==> src/rtl/math_adder_8bit_pkg.sv <==
// ============================================================================
// Module  : math_pkg
// Brief   : Shared widths and result type for the calculator math datapath.
// Revision: 1.0
// ============================================================================
`default_nettype none

package math_pkg;

    localparam int ADD_W = 8;

    typedef logic [ADD_W:0] add_res_t;

endpackage : math_pkg

`default_nettype wire

==> src/rtl/math_adder_8bit_if.sv <==
// ============================================================================
// Module  : math_adder_8bit_if
// Brief   : Operand/result bundle of the registered adder.
// Revision: 1.0
// ============================================================================
`default_nettype none

interface math_adder_8bit_if
    import math_pkg::*;
#(
    parameter int WIDTH = ADD_W
);

    logic [WIDTH-1:0] a;
    logic [WIDTH-1:0] b;
    logic             cin;
    logic [WIDTH:0]   sum;

    modport master (
        output a,
        output b,
        output cin,
        input  sum
    );

    modport slave (
        input  a,
        input  b,
        input  cin,
        output sum
    );

endinterface : math_adder_8bit_if

`default_nettype wire

==> src/rtl/math_adder_8bit_full_adder.sv <==
// ============================================================================
// Module  : math_full_adder
// Brief   : One-bit full adder cell of the ripple-carry chain.
// Revision: 1.0
// ============================================================================
`default_nettype none

module math_full_adder (
    input  wire logic a_i,
    input  wire logic b_i,
    input  wire logic cin_i,
    output logic      s_o,
    output logic      cout_o
);

    assign s_o    = a_i ^ b_i ^ cin_i;
    assign cout_o = (a_i & b_i) | (cin_i & (a_i ^ b_i));

endmodule : math_full_adder

`default_nettype wire

==> src/rtl/math_adder_8bit.sv <==
// ============================================================================
// Module  : math_adder_8bit
// Brief   : Registered unsigned adder, sum = a + b + cin with 1-cycle latency.
// Revision: 1.0
// ============================================================================
`default_nettype none

module math_adder_8bit
    import math_pkg::*;
#(
    parameter int WIDTH = ADD_W
)(
    input  wire logic          clk,
    input  wire logic          rst_n,
    math_adder_8bit_if.slave   bus
);

    logic [WIDTH:0]   carry;
    logic [WIDTH-1:0] bit_sum;
    logic [WIDTH:0]   sum_d;
    logic [WIDTH:0]   sum_q;

    assign carry[0] = bus.cin;

    for (genvar i = 0; i < WIDTH; i++) begin : g_ripple
        math_full_adder u_fa (
            .a_i    (bus.a[i]),
            .b_i    (bus.b[i]),
            .cin_i  (carry[i]),
            .s_o    (bit_sum[i]),
            .cout_o (carry[i+1])
        );
    end

    // Top carry becomes bit WIDTH, so the result never wraps.
    assign sum_d = {carry[WIDTH], bit_sum};

    always_ff @(posedge clk) begin
        if (!rst_n) begin
            sum_q <= '0;
        end else begin
            sum_q <= sum_d;
        end
    end

    assign bus.sum = sum_q;

endmodule : math_adder_8bit

`default_nettype wire

==> src/flat_wrapper.sv <==
// flat-port wrapper written by rule: the top's interface ports become plain ports
module math_adder_8bit_flat import math_pkg::*;
#(
    parameter int WIDTH = ADD_W
)
  (clk, rst_n, bus_a, bus_b, bus_cin, bus_sum);
  math_adder_8bit_if #(.WIDTH(WIDTH)) bus_i ();
  input  wire logic clk;
  input  wire logic rst_n;
  input wire logic [$bits(bus_i.a)-1:0] bus_a;
  input wire logic [$bits(bus_i.b)-1:0] bus_b;
  input wire logic [$bits(bus_i.cin)-1:0] bus_cin;
  output wire logic [$bits(bus_i.sum)-1:0] bus_sum;
  assign bus_i.a = bus_a;
  assign bus_i.b = bus_b;
  assign bus_i.cin = bus_cin;
  assign bus_sum = bus_i.sum;
  math_adder_8bit #(.WIDTH(WIDTH)) u_core (.clk(clk), .rst_n(rst_n), .bus(bus_i));
endmodule
==> config.mk <==
export PLATFORM = sky130hd
export DESIGN_NAME = math_adder_8bit_flat
export DESIGN_NICKNAME = d
export VERILOG_FILES = /design/src/rtl/math_adder_8bit_pkg.sv /design/src/rtl/math_adder_8bit_if.sv /design/src/rtl/math_adder_8bit_full_adder.sv /design/src/rtl/math_adder_8bit.sv /design/src/flat_wrapper.sv
export SDC_FILE = /design/constraint.sdc
export NUM_CORES = 1
export LEC_CHECK = 0
export ABC_AREA = 1
export BUFFER_PORTS_ARGS = -buffer_cell sky130_fd_sc_hd__buf_4
export CORE_AREA = 2 2 39 41
export CTS_CLUSTER_DIAMETER = 80
export DETAILED_ROUTE_END_ITERATION = 10
export DIE_AREA = 0 0 41 43
export PLACE_DENSITY_LB_ADDON = 0.25
export RECOVER_POWER = 100
export SYNTH_ARGS = -nofsm -noshare
export SYNTH_HDL_FRONTEND = slang
export SYNTH_SLANG_ARGS = --single-unit
==> constraint.sdc <==
create_clock -name clk -period 3.9 [get_ports clk]
set_input_delay 0.195 -clock clk [delete_from_list [all_inputs] [get_ports clk]]
set_output_delay 0.195 -clock clk [all_outputs]
set_load 0.1 [all_outputs]
=== Word level (Yosys, flattened, before mapping) ===
Cells that the tools add are included.

* Output and inout bits: 9
* Memory bits (writable): 0
* Word-level logic and storage cells: 41
* Register bits: 9
* Memories kept: 0
* Input bits: 19
* ROM bits: 0
* Bits in latches: 0

* Div/mod/pow operators: 0
* Multiply operators: 0
* Shifts and indexed selects: 0
* Muxes and demuxes: 0
* Reduce and logical (&&, ||, !) cells: 0
* Bitwise logic cells: 40
* Add/subtract/negate cells: 0
* Equality and inequality tests: 0
* Order comparisons: 0

{| class="wikitable"
|+ Operators by type and width
! operator !! count
|-
| 1-bit AND || 16
|-
| 1-bit bitwise XOR || 16
|-
| 1-bit bitwise OR || 8
|}

=== Longest topological paths before layout ===
Gate-level depths: netlist of the first run.

* Depth after elaboration: 17
* Gate-level depth with buffers: 12
* Gate-level depth less buffers: 12

=== Modules after synthesis ===
A second synthesis of the first run with hierarchy kept.

* Cells, all modules: 36
* Area, all modules: 419.2 um^2

{| class="wikitable"
|+ Modules (own cells, without submodules)
! module !! times used !! cells each !! area an instance (um^2) !! sequential area each (um^2)
|-
| math_adder_8bit || 1 || 28 || 259.0 || 180.2
|-
| math_full_adder || 8 || 1 || 20.0 || 0.0
|}

=== Worst setup path after synthesis of the first run ===
No wires, ideal clock.

* Path kind: input port to flip-flop
* From: input bus_cin
* To: register u_core.sum_q[7] (netlist: u_core.bus.sum[7])
* Arrival time: 3.246 ns
* Path slack: 0.589 ns
* Stages: 12
* Data required time: 3.836 ns
* Cell sequence: inv_1 fa_1 inv_1 fa_1 fa_1 fa_1 fa_1 fa_1 fa_1 inv_1 fa_1 nor2_1

* Word-level cells in the longest chain between the ends: 15

{| class="wikitable"
|+ RTL lines
! item !! line !! text
|-
| start: declaration || flat_wrapper.sv:12 || <nowiki>input wire logic [$bits(bus_i.cin)-1:0] bus_cin;</nowiki>
|-
| 1-bit AND || math_adder_8bit_full_adder.sv:17 || <nowiki>assign cout_o = (a_i & b_i) | (cin_i & (a_i ^ b_i));</nowiki>
|-
| 1-bit bitwise OR || math_adder_8bit_full_adder.sv:17 ||
|-
| 1-bit AND || math_adder_8bit_full_adder.sv:17 ||
|-
| 1-bit bitwise OR || math_adder_8bit_full_adder.sv:17 ||
|-
| 1-bit AND || math_adder_8bit_full_adder.sv:17 ||
|-
| 1-bit bitwise OR || math_adder_8bit_full_adder.sv:17 ||
|-
| 1-bit AND || math_adder_8bit_full_adder.sv:17 ||
|-
| 1-bit bitwise OR || math_adder_8bit_full_adder.sv:17 ||
|-
| 1-bit AND || math_adder_8bit_full_adder.sv:17 ||
|-
| 1-bit bitwise OR || math_adder_8bit_full_adder.sv:17 ||
|-
| 1-bit AND || math_adder_8bit_full_adder.sv:17 ||
|-
| 1-bit bitwise OR || math_adder_8bit_full_adder.sv:17 ||
|-
| 1-bit AND || math_adder_8bit_full_adder.sv:17 ||
|-
| 1-bit bitwise OR || math_adder_8bit_full_adder.sv:17 ||
|-
| 1-bit bitwise XOR || math_adder_8bit_full_adder.sv:16 || <nowiki>assign s_o = a_i ^ b_i ^ cin_i;</nowiki>
|-
| end signal: assignment || math_adder_8bit.sv:42 || <nowiki>sum_q <= sum_d;</nowiki>
|-
| end: declaration || math_adder_8bit.sv:21 || <nowiki>logic [WIDTH:0] sum_q;</nowiki>
|}

Every way passes these cells.
A chain may end at the register's enable or synchronous reset.

=== Final worst setup path of the first run ===
Ends and elaborated chain as after synthesis.

==> results by group, run 1 <==
GRT
  – Global-route wire length before repair: 1.28 mm
  – GR Overflow Total: 0
  – Vias in the first global route: 331
  – Total track usage: 11.2%
  – Initial antenna violation count: 0
  – Largest net degree at the start of global routing: 8

Routing
  – Post-Route WL: 734 µm
  – Remaining DRCs: 0
  – Wire per inst: about 8.4 µm
  – Drt first-iter violations: 0
  – DR vias/cell: 3.77
  – DRT Pass-1 Iters: 1
  – Antenna-violating nets left: 0
  – Via count: 328

Floorplan
  – Initial core utilization: 30.8%
  – Rows: 14
  – Die X-Extent: 41 µm
  – Die area: 0.00176 mm²
  – Ports: 28
  – Core area: 0.00138 mm²
  – Die Height: 43 µm

Layout
  – Net count, final: 99
  – Filler cells: approximately 150
  – Max FFs per register: 9
  – Layout cell share with drive strength beyond 1: a little under a third
  – Commonest non-fill, non-tap cell in the layout: buf_4
  – Inserted Diodes: 0
  – Area grow syn2layout: 50.4%
  – Post-Route Utilization: 46.4%
  – Final instance area: 642 µm²
  – Most frequent cells in the layout: 17 x buf_4, 13 x inv_1, 10 x clkbuf_1

Synthesis
  – Syn Nets: 67
  – Synth Cell Area: 427 µm²
  – Netlist cell types: 6
  – Register area share after synthesis: 42.2%
  – Mean Syn Cell Area: 10.7 µm²
  – #FFs+latches synth: 9
  – Warnings, synthesis: 0
  – Syn Inst Count: 40

Setup path
  – Most Frequent Cell on Critical Path: fa_1
  – CP max stage cell: fa_1
  – CP Data Arrival Time: 3.46 ns
  – Crit path max fanout: 1
  – CP Cell Sequence: clkbuf_4 -> inv_1 -> fa_1 -> inv_1 -> fa_1 -> fa_1 -> fa_1 -> fa_1 -> fa_1 -> fa_1 -> inv_1 -> fa_1 -> nor2_1
  – CP peak stage delay: 0.40 ns
  – Setup Crit Path Kind: input port to flop
  – Worst endpoint required time: approximately 4.1 ns
  – Worst path buffer plus inverter count: 4
  – CP delay by family, top: adder cells
  – Startpoint types: input port
  – Critical Path End Type: flop

STA
  – Max_slew headroom: 22.8%
  – Setup tns final: 0 ns
  – Worst hold slack: 0.177 ns
  – Max Slew Vio Count: 0
  – Worst slew pin tran: around 1.2 ns
  – RSZ-0062 raised after global routing: no
  – Maximum clock frequency: 0.306 GHz
  – Tcrit/Tclk final: 83.7%
  – Final setup fails: 0
  – Minimum clock period: 3.27 ns
  – Final hold viol count: 0

Power
  – PwrDens: approximately 480 mW/mm²
  – Leakage power: 0.353 nW
  – Peak supply drop: 0.0948 mV

Clock tree
  – Post-CTS Resized: 0
  – Htree depth: 1
  – Hold buffer count at cts: 0
  – CTS tree: done
  – Inserted Clock Buffers: 3
  – CTS max path bufs: 2
  – CTS Sinks: 9
  – Setup bufs post-CTS: 0
  – CTS Root Cell: clkbuf_4
  – Clk slew on worst S/H paths: about 0.05 ns

Min path
  – Hold Crit Class: input port to flop

Placed design
  – Placer Congestion: 0.610
  – Post-DP Area: ~650 µm²
  – I/O Buffers: 27
  – DP Wirelength: 656 µm

Outcome
  – Status: finished clean

Flow run
  – Number of max-cap violations: 0
-- final timing paths --
kind | start | endpoint | slack (ns) | depth (start not counted)
hold / removal | rst_n | u_core.bus.sum[4] | 0.18 | 3
setup / recovery | bus_cin | u_core.bus.sum[7] | 0.63 | 13
-- cells by family (layout without fill, tap and decap cells) --
family                     Yosys count  count (layout)  share of synthesized area, %
DFF                                  9               9                          42.2
and+or+nand+nor                      9               9                          7.92
adders and majority gates            8               8                          37.5
buffers and inverters               14              45                          12.3
-- synthesized netlist by cell type (all sizes together) --
library cell	count	area [µm²]
inv	14	52.6
fa	8	160
dfxtp	9	180
nand2	6	22.5
nor2	3	11.3
-- area by class of cell --
type / instances / area (µm²) / share of cell area (%)
inverter: 14 / 52.6 / 8.19
timing repair buffer: 27 / 169 / 26.3
tap: 16 / 20.0 / 3.12
sequential: 9 / 180 / 28.1
multi-input combinational: 17 / 194 / 30.2
clock buffer: 4 / 26.3 / 4.09
-- power by group --
group	total (W)	switching (W)	internal [W]	leakage, nW
Combinational	0.000132	0.000105	0.0000274	0.263
Sequential	0.000106	0.00000243	0.000103	0.0750
Clock	0.0000677	0.0000285	0.0000392	0.0150
-- through the flow --
step / cells / power (W) / setup slack [ns]
after detailed placement: 83 / 0.000251 / 0.358
after floorplan: 40 / 0.000212 / 0.589
after global placement: 83 / 0.000250 / 0.394
after CTS: 87 / 0.000320 / 0.623
final: 87 / 0.000306 / 0.634
after global routing: 87 / 0.000327 / 0.430
-- layer usage --
layer / GRT usage (%) / routed length [µm] / up-vias
met2: 16.6 / 383 / 16
met4: 8.00 / 15 / 0
li1: - / - / 168
met3: 3.66 / 71 / 2
met1: 12.9 / 263 / 142
met5: 0 / 0 / -
No activity file was read; power rests on OpenSTA's default activity.
==> run 2, diff against run 1 <==
--- a/config.mk
+++ b/config.mk
@@ -5,7 +5,7 @@
 export SDC_FILE = /design/constraint.sdc
 export NUM_CORES = 1
 export LEC_CHECK = 0
-export ABC_AREA = 1
+export ABC_AREA = 0
 export BUFFER_PORTS_ARGS = -buffer_cell sky130_fd_sc_hd__buf_4
 export CORE_AREA = 2 2 39 41
 export CTS_CLUSTER_DIAMETER = 80
==> constraint.sdc (replaced) <==
create_clock -name clk -period 2.8 [get_ports clk]
set_input_delay 0.14 -clock clk [delete_from_list [all_inputs] [get_ports clk]]
set_output_delay 0.14 -clock clk [all_outputs]
set_load 0.1 [all_outputs]
==> run 2 against run 1 <==
  * The flow now finishes with violations (negative setup slack)
  * Sequential power is 39% higher
  * Synthesized cell count is 18% lower
  * Flip-flop and latch count stayed put
  * Via count is 5.8% lower
  * Routed wire length is 12% lower
  * Synthesized area is 1.2% higher
  * First-iteration DRC count stayed put
  * Highest routed layer is now met3
  * Largest cell class unchanged
  * Worst hold slack worse by 0.034 ns
  * Total power is 41% higher
  * Critical path type unchanged
==> results by group, run 2 <==
Outcome
  – Status: complete, but fails checks (was finished clean)
  – Failing checks: negative setup slack

Synthesis
  – Count leader, synth: dfxtp_1 (was inv_1)
  – Ys flop type: dfxtp_1 (unchanged)
  – Register area share after synthesis: 41.7% (was 42.2%)
  – Synth Cell Area: 432 µm² (was 427 µm²)
  – Simple-gate share of the synthesized area: 15.1% (was 7.92%)
  – Top cells by area, synth: dfxtp_1 42%, fa_1 37%, and2_1 7.2% (was dfxtp_1 42%, fa_1 38%, inv_1 11%)
  – Share of the synthesized area in the top cell type: 41.7% (was 42.2%)
  – Post-synthesis adder-cell area fraction: 37.1% (was 37.5%)
  – Post-synth top cells: 9 x dfxtp_1, 8 x fa_1, 7 x inv_1 (was 13 x inv_1, 9 x dfxtp_1, 8 x fa_1)
  – Mean Syn Cell Area: 13.1 µm² (was 10.7 µm²)
  – Syn Nets: 60 (was 67)
  – #FFs+latches synth: 9 (unchanged)
  – Netlist cell types: 6 (unchanged)
  – Synth Area in Compound Gates: 0% (unchanged)
  – Xor and xnor area share after synthesis: 0% (unchanged)
  – Post-synthesis mux area share: 0% (unchanged)
  – Yosys top cell by area: dfxtp_1 (unchanged)
  – Largest family of logic cells by synthesized area: adder cells (unchanged)
  – Warnings, synthesis: 0 (unchanged)
  – Post-synth EDFFs: 0 (unchanged)
  – Syn Inst Count: 33 (was 40)
  – Async SR Flop Fraction: 0% (unchanged)

Layout
  – Most frequent cells in the layout: 15 x buf_4, 10 x clkbuf_1, 9 x dfxtp_1 (was 17 x buf_4, 13 x inv_1, 10 x clkbuf_1)
  – Inserted Diodes: 0 (unchanged)
  – Layout cell share with drive strength beyond 1: 59.4% (was 31.0%)
  – Max FFs per register: 9 (unchanged)
  – Commonest non-fill, non-tap cell in the layout: buf_4 (unchanged)
  – Net count, final: 92 (was 99)
  – Post-route non-filler standard cell count: 80 (was 87)
  – Post-Route Utilization: 49.4% (was 46.4%)
  – Area grow syn2layout: 58.3% (was 50.4%)

STA
  – Tcrit/Tclk final: 109%
  – Max Slew Vio Count: 0 (unchanged)
  – Final hold viol count: 0 (unchanged)
  – Maximum clock frequency: 0.328 GHz
  – Minimum clock period: just over 3 ns
  – Worst slew pin tran: 1.17 ns (was 1.16 ns)
  – Final setup fails: 2 (was 0)
  – Final worst setup slack: -0.249 ns (was 0.634 ns)
  – RSZ-0062 raised after global routing: yes (was no)
  – Max_slew headroom: 22.6% (was 22.8%)

Routing
  – Remaining DRCs: 0 (unchanged)
  – Via count: 309 (was 328)
  – DR vias/cell: 3.86 (was 3.77)
  – DRT Pass-1 Iters: 1 (unchanged)
  – Wire per inst: 8.11 µm (was 8.44 µm)
  – Drt first-iter violations: 0 (unchanged)
  – Antenna-violating nets left: 0 (unchanged)
  – Post-Route WL: 649 µm (was 734 µm)

Power
  – PwrDens: 630 mW/mm² (was 476 mW/mm²)
  – Leakage power: 0.306 nW (was 0.353 nW)
  – Peak supply drop: 0.219 mV (was 0.0948 mV)
  – Total power: 0.000430 W (was 0.000306 W)

Clock tree
  – CTS tree: done (unchanged)
  – Clk slew on worst S/H paths: 0.05 ns (about the same)
  – Inserted Clock Buffers: 3 (unchanged)
  – Hold buffer count at cts: 0 (unchanged)
  – CTS Root Cell: clkbuf_4 (unchanged)
  – CTS Sinks: 9 (unchanged)
  – Htree depth: 1 (unchanged)
  – CTS max path bufs: 2 (unchanged)

Setup path
  – Critical Path End Type: flop (unchanged)
  – Crit path max fanout: 1 (unchanged)
  – Worst endpoint required time: 3.00 ns (was 4.09 ns)
  – Setup Crit Path Kind: input port to flop (unchanged)
  – CP Data Arrival Time: 3.25 ns (was 3.46 ns)
  – Startpoint types: input port (unchanged)

GRT
  – Met2 GRT Util: 11.9% (was 16.6%)
  – Grt met1 use: 9.86% (was 12.9%)
  – Total track usage: 8.68% (was 11.2%)
  – Global-route wire length before repair: 986 µm (was 1.28 mm)
  – GRT busiest layer: met2 (unchanged)
  – Vias in the first global route: 290 (was 331)
  – Largest net degree at the start of global routing: 10 (was 8)
  – Met3 usage: 1.57% (was 3.66%)
  – Initial antenna violation count: 0 (unchanged)
  – GR Overflow Total: 0 (unchanged)

Placed design
  – Pre-CTS setup slack: -0.524 ns (was 0.358 ns)
  – I/O Buffers: 27 (unchanged)
  – Placer Congestion: 0.608 (was 0.610)
  – Cells after DPL: 76 (was 83)

Floorplan
  – Initial core utilization: 31.2% (was 30.8%)
  – Die area: 0.00176 mm² (unchanged)
  – Die X-Extent: 41 µm (unchanged)
  – Rows: 14 (unchanged)
  – Core area: 0.00138 mm² (unchanged)
  – Die Height: 43 µm (unchanged)
  – Ports: 28 (unchanged)

Min path
  – Hold Crit Class: input port to flop (unchanged)

Flow run
  – Number of max-cap violations: 0 (unchanged)
run 2: changes by cell type after synthesis, sizes merged:
cell   change
nand2      -6
nor2       -3
and2b      +3
inv        -7
and2       +6
run 2: cell type report:
class | count | area (µm²)
fillers | 149 | 701
well taps | 16 | 20.0
flip-flops and latches | 9 | 180
repair buffers | 27 | 180
inverters | 7 | 31.3
multi-input cells | 17 | 245
clock buffers | 4 | 26.3
run 2: critical path: stages:
cell and delay, ns:
buf_6 0.10, inv_4 0.04, fa_2 0.19, inv_2 0.04, fa_2 0.33, fa_2 0.36, fa_2 0.34, fa_2 0.35
fa_2 0.34, fa_2 0.34, inv_2 0.06, fa_2 0.41, and2b_2 0.21
run 2: cells by family (layout without fill, tap and decap cells):
group	Yosys count	count (layout)
simple gates	9	9
fa+ha+maj	8	8
flops	9	9
buf+inv	7	38
run 2: power breakdown:
group	leakage, nW	internal [W]	switching [W]
Combinational	0.216	0.0000466	0.000144
Clock	0.0150	0.0000544	0.0000381
Sequential	0.0750	0.000144	0.00000332
run 2: final timing paths:
check,from,end,depth (start not counted)
setup / recovery,bus_cin,u_core.bus.sum[7],13
hold / removal,rst_n,u_core.bus.sum[2],2
run 2: timing repair:
| item | CTS | global route |
|---|---|---|
| setup buffers | 0 | 0 |
| endpoints found under the setup margin | 2 | 2 |
| pin swaps | 0 | 0 |
| gates resized for setup | 7 | 1 |
run 2: per-stage QoR:
stage	instance area, µm²	hold slack (ns)	setup TNS [ns]
after floorplan	449	0.262	-0.488
after global placement	672	0.407	-0.998
after detailed placement	672	0.404	-1.04
after CTS	714	0.136	-0.311
after global routing	683	0.149	-0.439
final	683	0.143	-0.315
run 2: routing by layer:
metal  vias up  routed length, µm
li1        155                  -
met1       138                249
met2        16                323
met3         0                 77
met4         0                  0
met5         -                  0
==> run 3, diff against run 2 <==
--- a/config.mk
+++ b/config.mk
@@ -15,4 +15,5 @@
 export RECOVER_POWER = 100
 export SYNTH_ARGS = -nofsm -noshare
 export SYNTH_HDL_FRONTEND = slang
+export SYNTH_HIERARCHICAL = 1
 export SYNTH_SLANG_ARGS = --single-unit
==> run 3 against run 2 <==
  * The flow still finishes with violations (negative setup slack)
  * Synthesized cell count fell by 21%
  * Clock power is essentially flat
  * Worst hold slack better by 0.0023 ns
==> results by group, run 3 <==
Setup path
  – Crit path max fanout: 1 (unchanged)
  – CP Data Arrival Time: 3.34 ns (was 3.25 ns)
  – CP delay by family, top: adder cells (unchanged)
  – Setup Crit Path Kind: input port to flop (unchanged)
  – CP Cell Sequence: buf_6 -> fa_2 -> fa_2 -> fa_2 -> fa_2 -> fa_2 -> fa_2 -> fa_2 -> fa_2 -> and2_1 (was buf_6 -> inv_4 -> fa_2 -> inv_2 -> fa_2 -> fa_2 -> fa_2 -> fa_2 -> fa_2 -> fa_2 -> inv_2 -> fa_2 -> and2b_2)
  – Worst path buffer plus inverter count: 1 (was 4)
  – Most Frequent Cell on Critical Path: fa_2 (unchanged)
  – Startpoint types: input port (unchanged)
  – Worst endpoint required time: 3.00 ns (about the same)
  – CP max stage cell: fa_2 (unchanged)
  – CP peak stage delay: 0.52 ns (was 0.41 ns)
  – Critical Path End Type: flop (unchanged)

Synthesis
  – Async SR Flop Fraction: 0% (unchanged)
  – Post-synthesis mux area share: 0% (unchanged)
  – Simple-gate share of the synthesized area: 14.2% (was 15.1%)
  – Register area share after synthesis: 45.4% (was 41.7%)
  – Synth Area in Compound Gates: 0% (unchanged)
  – Netlist cell types: 3 (was 6)
  – Syn Nets: 53 (was 60)
  – Xor and xnor area share after synthesis: 0% (unchanged)
  – Post-synthesis adder-cell area fraction: 40.4% (was 37.1%)
  – Post-synth top cells: 9 x and2_1, 9 x dfxtp_1, 8 x fa_1 (was 9 x dfxtp_1, 8 x fa_1, 7 x inv_1)
  – Share of the synthesized area in the top cell type: 45.4% (was 41.7%)
  – Yosys top cell by area: dfxtp_1 (unchanged)
  – Ys flop type: dfxtp_1 (unchanged)
  – Largest family of logic cells by synthesized area: adder cells (unchanged)
  – Top cells by area, synth: dfxtp_1 45%, fa_1 40%, and2_1 14% (was dfxtp_1 42%, fa_1 37%, and2_1 7.2%)
  – Syn Inst Count: 26 (was 33)
  – Mean Syn Cell Area: 15.3 µm² (was 13.1 µm²)
  – Synth Cell Area: 397 µm² (was 432 µm²)
  – #FFs+latches synth: 9 (unchanged)
  – Post-synth EDFFs: 0 (unchanged)
  – Warnings, synthesis: 6 (was 0)

Layout
  – Inserted Diodes: 0 (unchanged)
  – Most frequent cells in the layout: 17 x buf_4, 10 x clkbuf_1, 9 x and2_1, 9 x dfxtp_1, 8 x fa_2 (was 15 x buf_4, 10 x clkbuf_1, 9 x dfxtp_1)
  – Post-Route Utilization: 45.9% (was 49.4%)
  – Max FFs per register: 9 (unchanged)
  – Layout cell share with drive strength beyond 1: 50.9% (was 59.4%)
  – Area grow syn2layout: 60.3% (was 58.3%)
  – Post-route non-filler standard cell count: 73 (was 80)
  – Filler cells: 146 (was 149)
  – Commonest non-fill, non-tap cell in the layout: buf_4 (unchanged)
  – Net count, final: 85 (was 92)

GRT
  – Global-route wire length before repair: 1.08 mm (was 986 µm)
  – Initial antenna violation count: 0 (unchanged)
  – Total track usage: 9.59% (was 8.68%)
  – GR Overflow Total: 0 (unchanged)
  – Vias in the first global route: 317 (was 290)
  – Largest net degree at the start of global routing: 10 (unchanged)

Clock tree
  – CTS tree: done (unchanged)
  – CTS Root Cell: clkbuf_4 (unchanged)
  – CTS max path bufs: 2 (unchanged)
  – Htree depth: 1 (unchanged)
  – Inserted Clock Buffers: 3 (unchanged)
  – Hold buffer count at cts: 0 (unchanged)
  – Clk slew on worst S/H paths: 0.05 ns (about the same)
  – CTS Sinks: 9 (unchanged)
  – Setup bufs post-CTS: 0 (unchanged)

Min path
  – Hold Crit Class: input port to flop (unchanged)
  – Worst Min Path Start: rst_n (unchanged)
  – Worst hold path depth: 2 (unchanged)
  – Sink of the worst hold path: u_core/bus.sum[8] (was u_core.bus.sum[2])

Routing
  – Antenna-violating nets left: 0 (unchanged)
  – Remaining DRCs: 0 (unchanged)
  – Max layer used: met3 (unchanged)
  – Drt first-iter violations: 1 (was 0)
  – WL met3: 86 µm (was 77 µm)
  – Post-Route WL: 656 µm (was 649 µm)
  – DR vias/cell: 3.92 (was 3.86)
  – Met2 WL: 356 µm (was 323 µm)
  – Via count: 286 (was 309)
  – Met1 wire length: 213 µm (was 249 µm)
  – DRT Pass-1 Iters: 2 (was 1)
  – Wire per inst: 8.99 µm (was 8.11 µm)

Power
  – Total power: 0.000424 W (was 0.000430 W)
  – Internal: 0.000241 W (was 0.000245 W)
  – Combinational share of power: 43.4% (was 44.3%)
  – Clk pwr share: 21.9% (was 21.5%)
  – PwrDens: 667 mW/mm² (was 630 mW/mm²)
  – Reg power frac: 34.8% (was 34.2%)
  – Leakage power: 0.264 nW (was 0.306 nW)
  – Psw: 0.000183 W (was 0.000185 W)
  – Peak supply drop: 0.180 mV (was 0.219 mV)
  – Sw Ratio: 43.2% (was 43.1%)

Floorplan
  – Initial core utilization: 28.7% (was 31.2%)
  – Rows: 14 (unchanged)
  – Die X-Extent: 41 µm (unchanged)
  – Core area: 0.00138 mm² (unchanged)
  – Ports: 28 (unchanged)
  – Die Height: 43 µm (unchanged)
  – Die area: 0.00176 mm² (unchanged)

STA
  – Max Slew Vio Count: 0 (unchanged)
  – Tcrit/Tclk final: 112% (was 109%)
  – Minimum clock period: 3.14 ns (was 3.05 ns)
  – Worst slew pin tran: 1.17 ns (about the same)
  – Final worst setup slack: -0.340 ns (was -0.249 ns)
  – Maximum clock frequency: 0.318 GHz (was 0.328 GHz)
  – Setup tns final: -0.570 ns (was -0.315 ns)
  – RSZ-0062 raised after global routing: yes (unchanged)
  – Final hold viol count: 0 (unchanged)
  – Max_slew headroom: 22.5% (was 22.6%)
  – Final setup fails: 3 (was 2)

Outcome
  – Failing checks: negative setup slack (unchanged)
  – Status: complete, but fails checks (unchanged)

Placed design
  – Cells after DPL: 69 (was 76)
  – Placer Congestion: 0.591 (was 0.608)
  – I/O Buffers: 27 (unchanged)

Flow run
  – Number of max-cap violations: 0 (unchanged)
## run 3: cell types whose count changed in the layout (fill, tap and decap cells not counted), sizes merged
| cell | previous run | this run |
|---|---|---|
| inv | 7 | 0 |
| and2 | 6 | 9 |
| and2b | 3 | 0 |
## run 3: metal layers
layer	track usage [%]	up-vias
met5	0	-
met4	12.0	0
met3	0.524	0
met2	15.6	16
met1	8.47	131
li1	-	139
## run 3: worst max path at each step
stage | from | endpoint | slack (ns) | cells after the start
6_report | bus_a[0] | u_core/bus.sum[7] | -0.34 | 10
5_1_grt | bus_a[0] | u_core/bus.sum[7] | -0.41 | 10
4_1_cts | bus_a[0] | u_core/bus.sum[7] | -0.35 | 10
3_5_place_dp | bus_a[0] | u_core/bus.sum[7] | -0.64 | 10
3_3_place_gp | bus_a[0] | u_core/bus.sum[7] | -0.61 | 10
2_1_floorplan | bus_a[0] | u_core/bus.sum[7] | -0.43 | 9
## run 3: cells by family (layout without fill, tap and decap cells)
group	count (synthesis)	count (layout)
adders and majority gates	8	8
buffers and inverters	0	31
DFF	9	9
and+or+nand+nor	9	9
## run 3: what timing repair did
action                     4_1_cts  5_1_grt
pin swaps                        2        0
resized for setup                2        0
setup endpoints to repair        3        3
## run 3: layout make-up
class                           instances  area (µm²)  area share [%]
Clock buffer                            4        26.3            4.13
Multi-Input combinational cell         17         236            37.2
Sequential cell                         9         180            28.3
Tap cell                               16        20.0            3.15
Timing Repair Buffer                   27         173            27.2
## run 3: per-stage QoR
stage	instance area [µm²]	hold slack (ns)	setup slack (ns)
final	636	0.145	-0.340
after detailed placement	637	0.403	-0.635
after CTS	669	0.139	-0.347
after global placement	637	0.403	-0.615
after global routing	636	0.157	-0.414
after floorplan	414	0.262	-0.430
## run 3: power groups by stage
stage | Combinational, W | Clock [W] | Sequential, W
floorplan | 0.0000257 | 0 | 0.000265
global placement | 0.000197 | 0 | 0.000151
detailed placement | 0.000198 | 0 | 0.000151
CTS | 0.000200 | 0.0000986 | 0.000148
global route | 0.000199 | 0.000104 | 0.000149
finish | 0.000184 | 0.0000928 | 0.000147
